==> src/rtl/udma_i2s_tdm_master.sv <==
// udma_i2s_tdm_master: I2S/TDM serial master with a TX holding register and an RX word stream
module udma_i2s_tdm_master #(
    parameter int NUM_SLOTS = 2,
    parameter int DIV_WIDTH = 16
) (
    input  logic                 clk_i,
    input  logic                 rstn_i,
    input  logic                 cfg_en_i,
    input  logic [DIV_WIDTH-1:0] cfg_clk_div_i,
    input  logic [4:0]           cfg_bits_word_i,
    input  logic [3:0]           cfg_num_slots_i,
    input  logic                 cfg_lsb_first_i,
    input  logic [31:0]          tx_data_i,
    input  logic                 tx_valid_i,
    output logic                 tx_ready_o,
    output logic [31:0]          rx_data_o,
    output logic [3:0]           rx_slot_o,
    output logic                 rx_valid_o,
    input  logic                 rx_ready_i,
    output logic                 pad_sck_o,
    output logic                 pad_ws_o,
    output logic                 pad_sd_o,
    input  logic                 pad_sd_i,
    output logic                 busy_o,
    output logic                 underrun_o,
    output logic                 overrun_o
);
    localparam logic [1:0] IDLE  = 2'd0;
    localparam logic [1:0] PRE   = 2'd1;
    localparam logic [1:0] RUN   = 2'd2;
    localparam logic [1:0] DRAIN = 2'd3;
    localparam logic [3:0] MAX_SLOT = 4'(NUM_SLOTS - 1);

    logic [1:0]           state_q, state_d;
    logic [DIV_WIDTH-1:0] div_q, cnt_q;
    logic [4:0]           bits_q, bit_q, idx;
    logic [3:0]           slots_q, slot_q, rx_slot_q;
    logic                 lsb_q, sck_q, hold_v_q, rx_valid_q, underrun_q, overrun_q;
    logic [31:0]          tx_q, hold_q, rx_sh_q, rx_data_q, rx_word;
    logic                 active, tc, fall, rise, last_bit, last_slot, stop, load, deliver, xfer;

    assign active     = (state_q == RUN) || (state_q == DRAIN);
    assign tc         = (state_q != IDLE) && (cnt_q == div_q);
    assign fall       = tc && sck_q;
    assign rise       = tc && !sck_q;
    assign last_bit   = bit_q == bits_q;
    assign last_slot  = slot_q == slots_q;
    assign stop       = fall && (state_q == DRAIN) && last_bit && last_slot;
    assign load       = fall && ((state_q == PRE) || (active && last_bit)) && !stop;
    assign deliver    = rise && active && last_bit;
    assign idx        = lsb_q ? bit_q : bits_q - bit_q;
    assign rx_word    = rx_sh_q | (32'(pad_sd_i) << idx);
    assign tx_ready_o = !hold_v_q && (state_q != IDLE);
    assign xfer       = tx_valid_i && tx_ready_o;
    assign busy_o     = state_q != IDLE;
    assign pad_sck_o  = sck_q;
    assign pad_ws_o   = (state_q == PRE) || (active && last_bit && last_slot);
    assign pad_sd_o   = active && tx_q[idx];
    assign rx_data_o  = rx_data_q;
    assign rx_slot_o  = rx_slot_q;
    assign rx_valid_o = rx_valid_q;
    assign underrun_o = underrun_q;
    assign overrun_o  = overrun_q;

    // Next state: run enable only counts in IDLE/PRE/RUN; DRAIN always completes its frame
    always_comb begin
        state_d = state_q == IDLE  ? (cfg_en_i ? PRE : IDLE) :
                  state_q == DRAIN ? (stop ? IDLE : DRAIN) :
                  !cfg_en_i        ? DRAIN :
                  (state_q == PRE && fall) ? RUN : state_q;
    end

    // Divider, bit/slot counters, TX/RX shift paths and stream handshakes
    always_ff @(posedge clk_i) begin
        if (!rstn_i) begin
            state_q    <= IDLE;
            div_q      <= '0;
            cnt_q      <= '0;
            bits_q     <= '0;
            bit_q      <= '0;
            slots_q    <= '0;
            slot_q     <= '0;
            lsb_q      <= 1'b0;
            sck_q      <= 1'b0;
            tx_q       <= '0;
            hold_q     <= '0;
            hold_v_q   <= 1'b0;
            rx_sh_q    <= '0;
            rx_data_q  <= '0;
            rx_slot_q  <= '0;
            rx_valid_q <= 1'b0;
            underrun_q <= 1'b0;
            overrun_q  <= 1'b0;
        end else begin
            state_q    <= state_d;
            hold_v_q   <= (state_q == IDLE) ? 1'b0 : xfer ? 1'b1 : load ? 1'b0 : hold_v_q;
            underrun_q <= load && !hold_v_q;
            rx_valid_q <= deliver || (rx_valid_q && !rx_ready_i);
            overrun_q  <= deliver && rx_valid_q && !rx_ready_i;
            if (xfer) hold_q <= tx_data_i;
            if (deliver) begin
                rx_data_q <= rx_word;
                rx_slot_q <= slot_q;
            end
            if (state_q == IDLE) begin
                cnt_q   <= '0;
                sck_q   <= 1'b0;
                bit_q   <= '0;
                slot_q  <= '0;
                tx_q    <= '0;
                rx_sh_q <= '0;
                if (cfg_en_i) begin
                    div_q   <= cfg_clk_div_i;
                    bits_q  <= cfg_bits_word_i;
                    slots_q <= (cfg_num_slots_i > MAX_SLOT) ? MAX_SLOT : cfg_num_slots_i;
                    lsb_q   <= cfg_lsb_first_i;
                end
            end else begin
                cnt_q <= tc ? '0 : cnt_q + DIV_WIDTH'(1);
                sck_q <= sck_q ^ tc;
                if (load) begin
                    bit_q  <= '0;
                    slot_q <= (state_q == PRE || last_slot) ? 4'd0 : slot_q + 4'd1;
                    tx_q   <= hold_v_q ? hold_q : '0;
                end else if (fall && !stop) begin
                    bit_q <= bit_q + 5'd1;
                end
                if (rise && active) rx_sh_q <= last_bit ? '0 : rx_word;
            end
        end
    end
endmodule
==> config.mk <==
export PLATFORM = sky130hd
export DESIGN_NAME = udma_i2s_tdm_master
export DESIGN_NICKNAME = d
export VERILOG_FILES = /design/src/rtl/udma_i2s_tdm_master.sv
export SDC_FILE = /design/constraint.sdc
export NUM_CORES = 1
export LEC_CHECK = 0
export CAP_MARGIN = 20
export CORE_MARGIN = 2
export CORE_UTILIZATION = 40
export CTS_CLUSTER_SIZE = 28
export DETAILED_ROUTE_END_ITERATION = 10
export DONT_BUFFER_PORTS = 1
export GPL_TIMING_DRIVEN = 0
export PLACE_DENSITY_LB_ADDON = 0.05
export SYNTH_ARGS = -nofsm -noshare
export SYNTH_HDL_FRONTEND = slang
export SYNTH_SLANG_ARGS = --single-unit
==> constraint.sdc <==
create_clock -name clk_i -period 2.3 [get_ports clk_i]
set_clock_uncertainty 0.05 [all_clocks]
set_input_delay 0 -clock clk_i [delete_from_list [all_inputs] [get_ports clk_i]]
set_output_delay 0 -clock clk_i [all_outputs]
set_load 0.02 [all_outputs]
-- Word level (Yosys, flattened, before mapping)
Index checks and enable logic that the tools add are counted.
- add/subtract/negate cells: 4
- order comparisons: 2
- equal/unequal tests: 7
- shift-type cells: 1
- muxes and demuxes: 15
- bitwise operators: 3
- reduce and logical (&&, ||, !) cells: 37
- operators by type and width (kind ; number):
    2-to-1 mux 32 bit ; 2
    OR 32 bit ; 1
    << shifter 1 x 5 -> 32 bit ; 1
    logical AND 1 bit ; 21
    adder 16 x 1 -> 16 bit (second input constant) ; 1
    equality test 16 bit ; 1
    2-to-1 mux 2 bit ; 5
    2-to-1 mux 4 bit ; 2
    < comparator 5 x 6 -> 1 bit (second input constant) ; 1
    OR reduction 3 bit ; 2
    adder 5 x 1 -> 5 bit (second input constant) ; 1
    binary-select mux 1 bit (select 5 bit) ; 1
    equality test 5 bit ; 1
    logical OR 1 bit ; 5
    2-to-1 mux 5 bit ; 1
    subtractor 5 bit ; 1
    adder 4 x 1 -> 4 bit (second input constant) ; 1
    equality test 2 bit (second input constant) ; 2
    equality test 4 bit ; 1
    greater-than comparator 4 x 1 -> 1 bit (second input constant) ; 1
    zero test 1 bit ; 4
    2-to-1 mux 1 bit ; 4
    inequality test 4 x 1 -> 1 bit (second input constant) ; 1
    nonzero test 2 bit ; 2
    other kinds (6) ; 6
- flip-flop bits (word level): 190
- input port bits: 64
- output and inout bits: 44

-- Depth between registers and ports, before layout
- depth in word-level cells: 10
- mapped depth: 11
- depth with buffers taken out: 10

-- Least setup slack after synthesis
No wires, ideal clock.
- kind: register to output
- from: register bit_q[0]
- to: output port pad_sd_o
- data arrival time: 2416 ps
- data required time: 2250 ps
- slack: -166 ps
- cell stages (with the launch flop): 10
- path buffers: 0
- cell sequence: dfxtp_1 ha_1 inv_1 fa_1 a21o_1 a21oi_2 xnor2_2 o31a_1 a221oi_2 o41a_1
- word-level cells in the longest chain between the ends: 5
- RTL lines (element ; RTL line ; RTL):
    from (decl) ; 36 ; logic [4:0] bits_q, bit_q, idx;
    from (signal assigned) ; 126 ; bit_q <= bit_q + 5'd1;
    subtractor 5 bit ; 51 ; assign idx = lsb_q ? bit_q : bits_q - bit_q;
    2-to-1 mux 5 bit (*) ; 51 ;
    binary-select mux 1 bit (select 5 bit) (*) ; 58 ; assign pad_sd_o = active && tx_q[idx];
    2-to-1 mux 1 bit (not written as such) (*) ; 58 ;
    logical AND 1 bit (*) ; 58 ;
    to (decl) ; 22 ; output logic pad_sd_o,
Mark *: on every way between the ends. The rest lies on a longest branch, timed or not. The select of a mux whose other input is x is not followed.

-- Final worst setup path
- from: register bits_q[0]
- to: output port pad_sd_o
- word-level cells in the longest chain between the ends: 5
- RTL lines (element ; RTL line ; RTL):
    from (decl) ; 36 ;
    from (signal assigned) ; 114 ; bits_q <= cfg_bits_word_i;
    subtractor 5 bit ; 51 ;
    2-to-1 mux 5 bit ; 51 ;
    binary-select mux 1 bit (select 5 bit) ; 58 ;
    2-to-1 mux 1 bit (not written as such) ; 58 ;
    logical AND 1 bit ; 58 ;
No other way between the ends. The select of a mux whose other input is x is not followed.

==> flow_summary.json <==
{
  "setup_slack_ps": -665,
  "crit_path_end_kind": "output port",
  "required_ps": 2250,
  "clk_latency_ps": 420,
  "failed_checks": "setup timing",
  "first_pass_iters": 5,
  "yosysMostFrequentCell": "dfxtp_1",
  "route.met3.wl_um": 1240,
  "outcome": "finished with violations",
  "ys_types": 62,
  "grt_pass1_vias": 6901,
  "tightestPinTransition_ps": 714,
  "root_buffer": "clkbuf_16",
  "fin_crit_ps": 2960,
  "syn_nets": 995,
  "diodes": 0,
  "dp_hpwl_um": 16100,
  "io_buffers": 0,
  "regArea_sq_um": 3830,
  "cts.sinks": 190,
  "ant_nets": 0,
  "chipWidth_um": 144,
  "dieArea_sq_um": 20900,
  "power.static_leakage_nw": 4.36,
  "critPathLaunchType": "flip-flop",
  "gp_congestion": 0.877,
  "yosysSeqAreaShare_pct": 48.2,
  "finalCritPeriodShare_pct": 129,
  "synth.top_cell.area_share_pct": 48.2,
  "place_inst": 1186,
  "postPlaceCellArea_sq_um": 8260,
  "synth_top_cells_by_count": "dfxtp_1 (190), nand2_1 (158), a21oi_1 (129)",
  "max_freq_ghz": 0.337,
  "antenna_found_initial": 0,
  "power_density_nw_per_um2": 675,
  "grt-ovfl-total": 0,
  "num-nets-final": 1143,
  "fin_area_sq_um": 11200,
  "wl_per_cell_um": 18.1,
  "syn2layout_area_growth_pct": 41.5,
  "die_h_um": 144,
  "cts_buffers": 17,
  "synth_area_sq_um": 7900,
  "drive_above_1_share_pct": 25.4,
  "grt_pass1_wl_um": 36700,
  "max_slew_margin_pct": 52.4,
  "wl_um": 24400,
  "report.final.slew_viol_count": 0,
  "critPathMaxFanout": 6,
  "synthCells": 921,
  "yosysWarningCount": 0,
  "highest_layer": "met4",
  "cts_tree": "yes",
  "first_iter_violations": 474,
  "wl_met2_um": 12100,
  "clockBufferDepth": 2,
  "multi_input_area_sq_um": 4530,
  "cp.arrival_ps": 2910,
  "rsz0062_at_grt": "yes",
  "synth.largest_area_cell": "dfxtp_1",
  "vias": 7224,
  "start_util_pct": 40.7,
  "m1WireLength_um": 10700,
  "final_cells": 1345,
  "hold_class": "in2reg",
  "fillers": 1731,
  "via_per_inst": 5.37,
  "synthArstFlopShare_pct": 0,
  "worst-setup-path-type": "reg2out",
  "ys.flop_type": "dfxtp_1",
  "cts_htree_levels": 4,
  "drv_cap": 0,
  "grt_usage_pct": 22.8,
  "setup-violations-final": 110,
  "avgSynthCellArea_sq_um": 8.57,
  "io_pins": 108,
  "synth_area_leaders": "dfxtp_1 (48%), a21oi_1 (8.2%), nand2_1 (7.5%)",
  "num_rows": 51,
  "cts.clk_slew.worst_paths_ps": 70,
  "hold_viol": 0,
  "grt_max_degree": 17,
  "synth_edf_count": 0,
  "drc": 0,
  "yosys_register_bits": 190,
  "core_area_sq_um": 19400,
  "peakVddDrop_v": 0.000524
}
[layout make-up]
cell class	instances	share of cell area (%)
clock inverters	9	0.986
plain buffers	48	3.34
flip-flops and latches	190	34.3
well taps	265	2.97
repair buffers	131	13.2
multi-input cells	668	40.5
inverters	13	0.459
clock buffers	21	4.21
[final timing paths]
| check | from | endpoint | slack, ps | cells after the start |
|---|---|---|---|---|
| setup / recovery | bits_q[0]$_SDFFE_PN0P_ | pad_sd_o | -660 | 11 |
| hold / removal | pad_sd_i | rx_sh_q[11]$_SDFFE_PP0N_ | 30 | 5 |
| setup reg to reg | bits_q[0]$_SDFFE_PN0P_ | rx_data_o[13]$_SDFFE_PN0P_ | -240 | 13 |
| hold reg to reg | hold_q[25]$_SDFFE_PN0P_ | hold_q[25]$_SDFFE_PN0P_ | 410 | 2 |
[sequential cells by signal (all words and copies together), names as in the netlist, 2 cells and up]
signal     cells
rx_sh_q       32
bits_q         5
slot_q         4
tx_q          32
hold_q        32
bit_q          5
rx_slot_o      4
div_q         16
rx_data_o     32
slots_q        4
state_q        2
cnt_q         16
[metal layers]
layer / vias up / GRT usage [%]
met3: 25 / 4.77
met5: - / 0
met4: 0 / 5.37
met2: 213 / 39.6
met1: 3485 / 29.0
li1: 3501 / -
[worst max-delay path, stage by stage, from the launching register on]
cell	delay, ps
dfxtp_2	340
inv_2	40
ha_4	150
inv_2	50
fa_2	460
nand2b_1	110
buf_6	130
a21oi_2	30
or2_1	240
a221o_1	340
a221oi_4	260
o41a_1	340
[kinds of logic (layout without fill, tap and decap cells)]
kind of cell             after synthesis  count (layout)  synth area share [%]
AO/OA/AOI/OAI                        259             259                  21.7
XOR/XNOR                              44              44                  5.31
adder cells (fa/ha/maj)               10              10                  1.68
buffers and inverters                 64             222                  3.50
flip-flops                           190             190                  48.2
multiplexers                           2               2                 0.269
AND/OR/NAND/NOR                      352             353                  19.4
[cells in the final DEF (no fill, tap or decap), types with 13 or more instances in the layout]
cell type / netlist / final
xor2_1: 27 / 26
clkbuf_1: 31 / 21
nand2b_1: 22 / 15
o21ai_0: 31 / 13
dlygate4sd3_1: 0 / 64
a21oi_1: 129 / 96
clkbuf_16: 0 / 24
dfxtp_1: 190 / 175
nor2_1: 107 / 91
nand3_1: 16 / 14
nand2_1: 158 / 149
o21ai_2: 1 / 17
buf_6: 2 / 26
buf_4: 3 / 30
a21oi_2: 3 / 29
a22o_1: 33 / 33
[repair_timing]
item / CTS / global route
setup buffers: 44 / 20
gates resized for setup: 164 / 123
pin swaps: 37 / 75
setup endpoints to repair: 143 / 138
hold endpoints to repair: 90 / 4
hold buffers: 63 / 1
cloned: 6 / 7
[report_power, final]
| part | leakage, nW | total [mW] | internal [mW] | switching [mW] |
|---|---|---|---|---|
| sequential | 1.55 | 3.44 | 3.36 | 0.0771 |
| clock | 0.277 | 2.94 | 1.68 | 1.26 |
| combinational | 2.54 | 1.16 | 0.521 | 0.643 |
[per-stage QoR]
stage / hold slack, ps / power, mW / utilization (%) / TNS (ps) / setup WS (ps)
global route: 28.0 / 7.83 / 57.6 / -27700 / -740
detailed placement: 91.5 / 4.18 / 42.6 / -59830 / -841
CTS: 21.4 / 7.43 / 54.5 / -17810 / -714
floorplan: 86.0 / 3.98 / - / -47.9 / -47.9
global placement: 88.7 / 4.16 / 42.6 / -56140 / -786
finish: 30.3 / 7.54 / 57.6 / -13900 / -665
(Power assumes the default switching activity.)
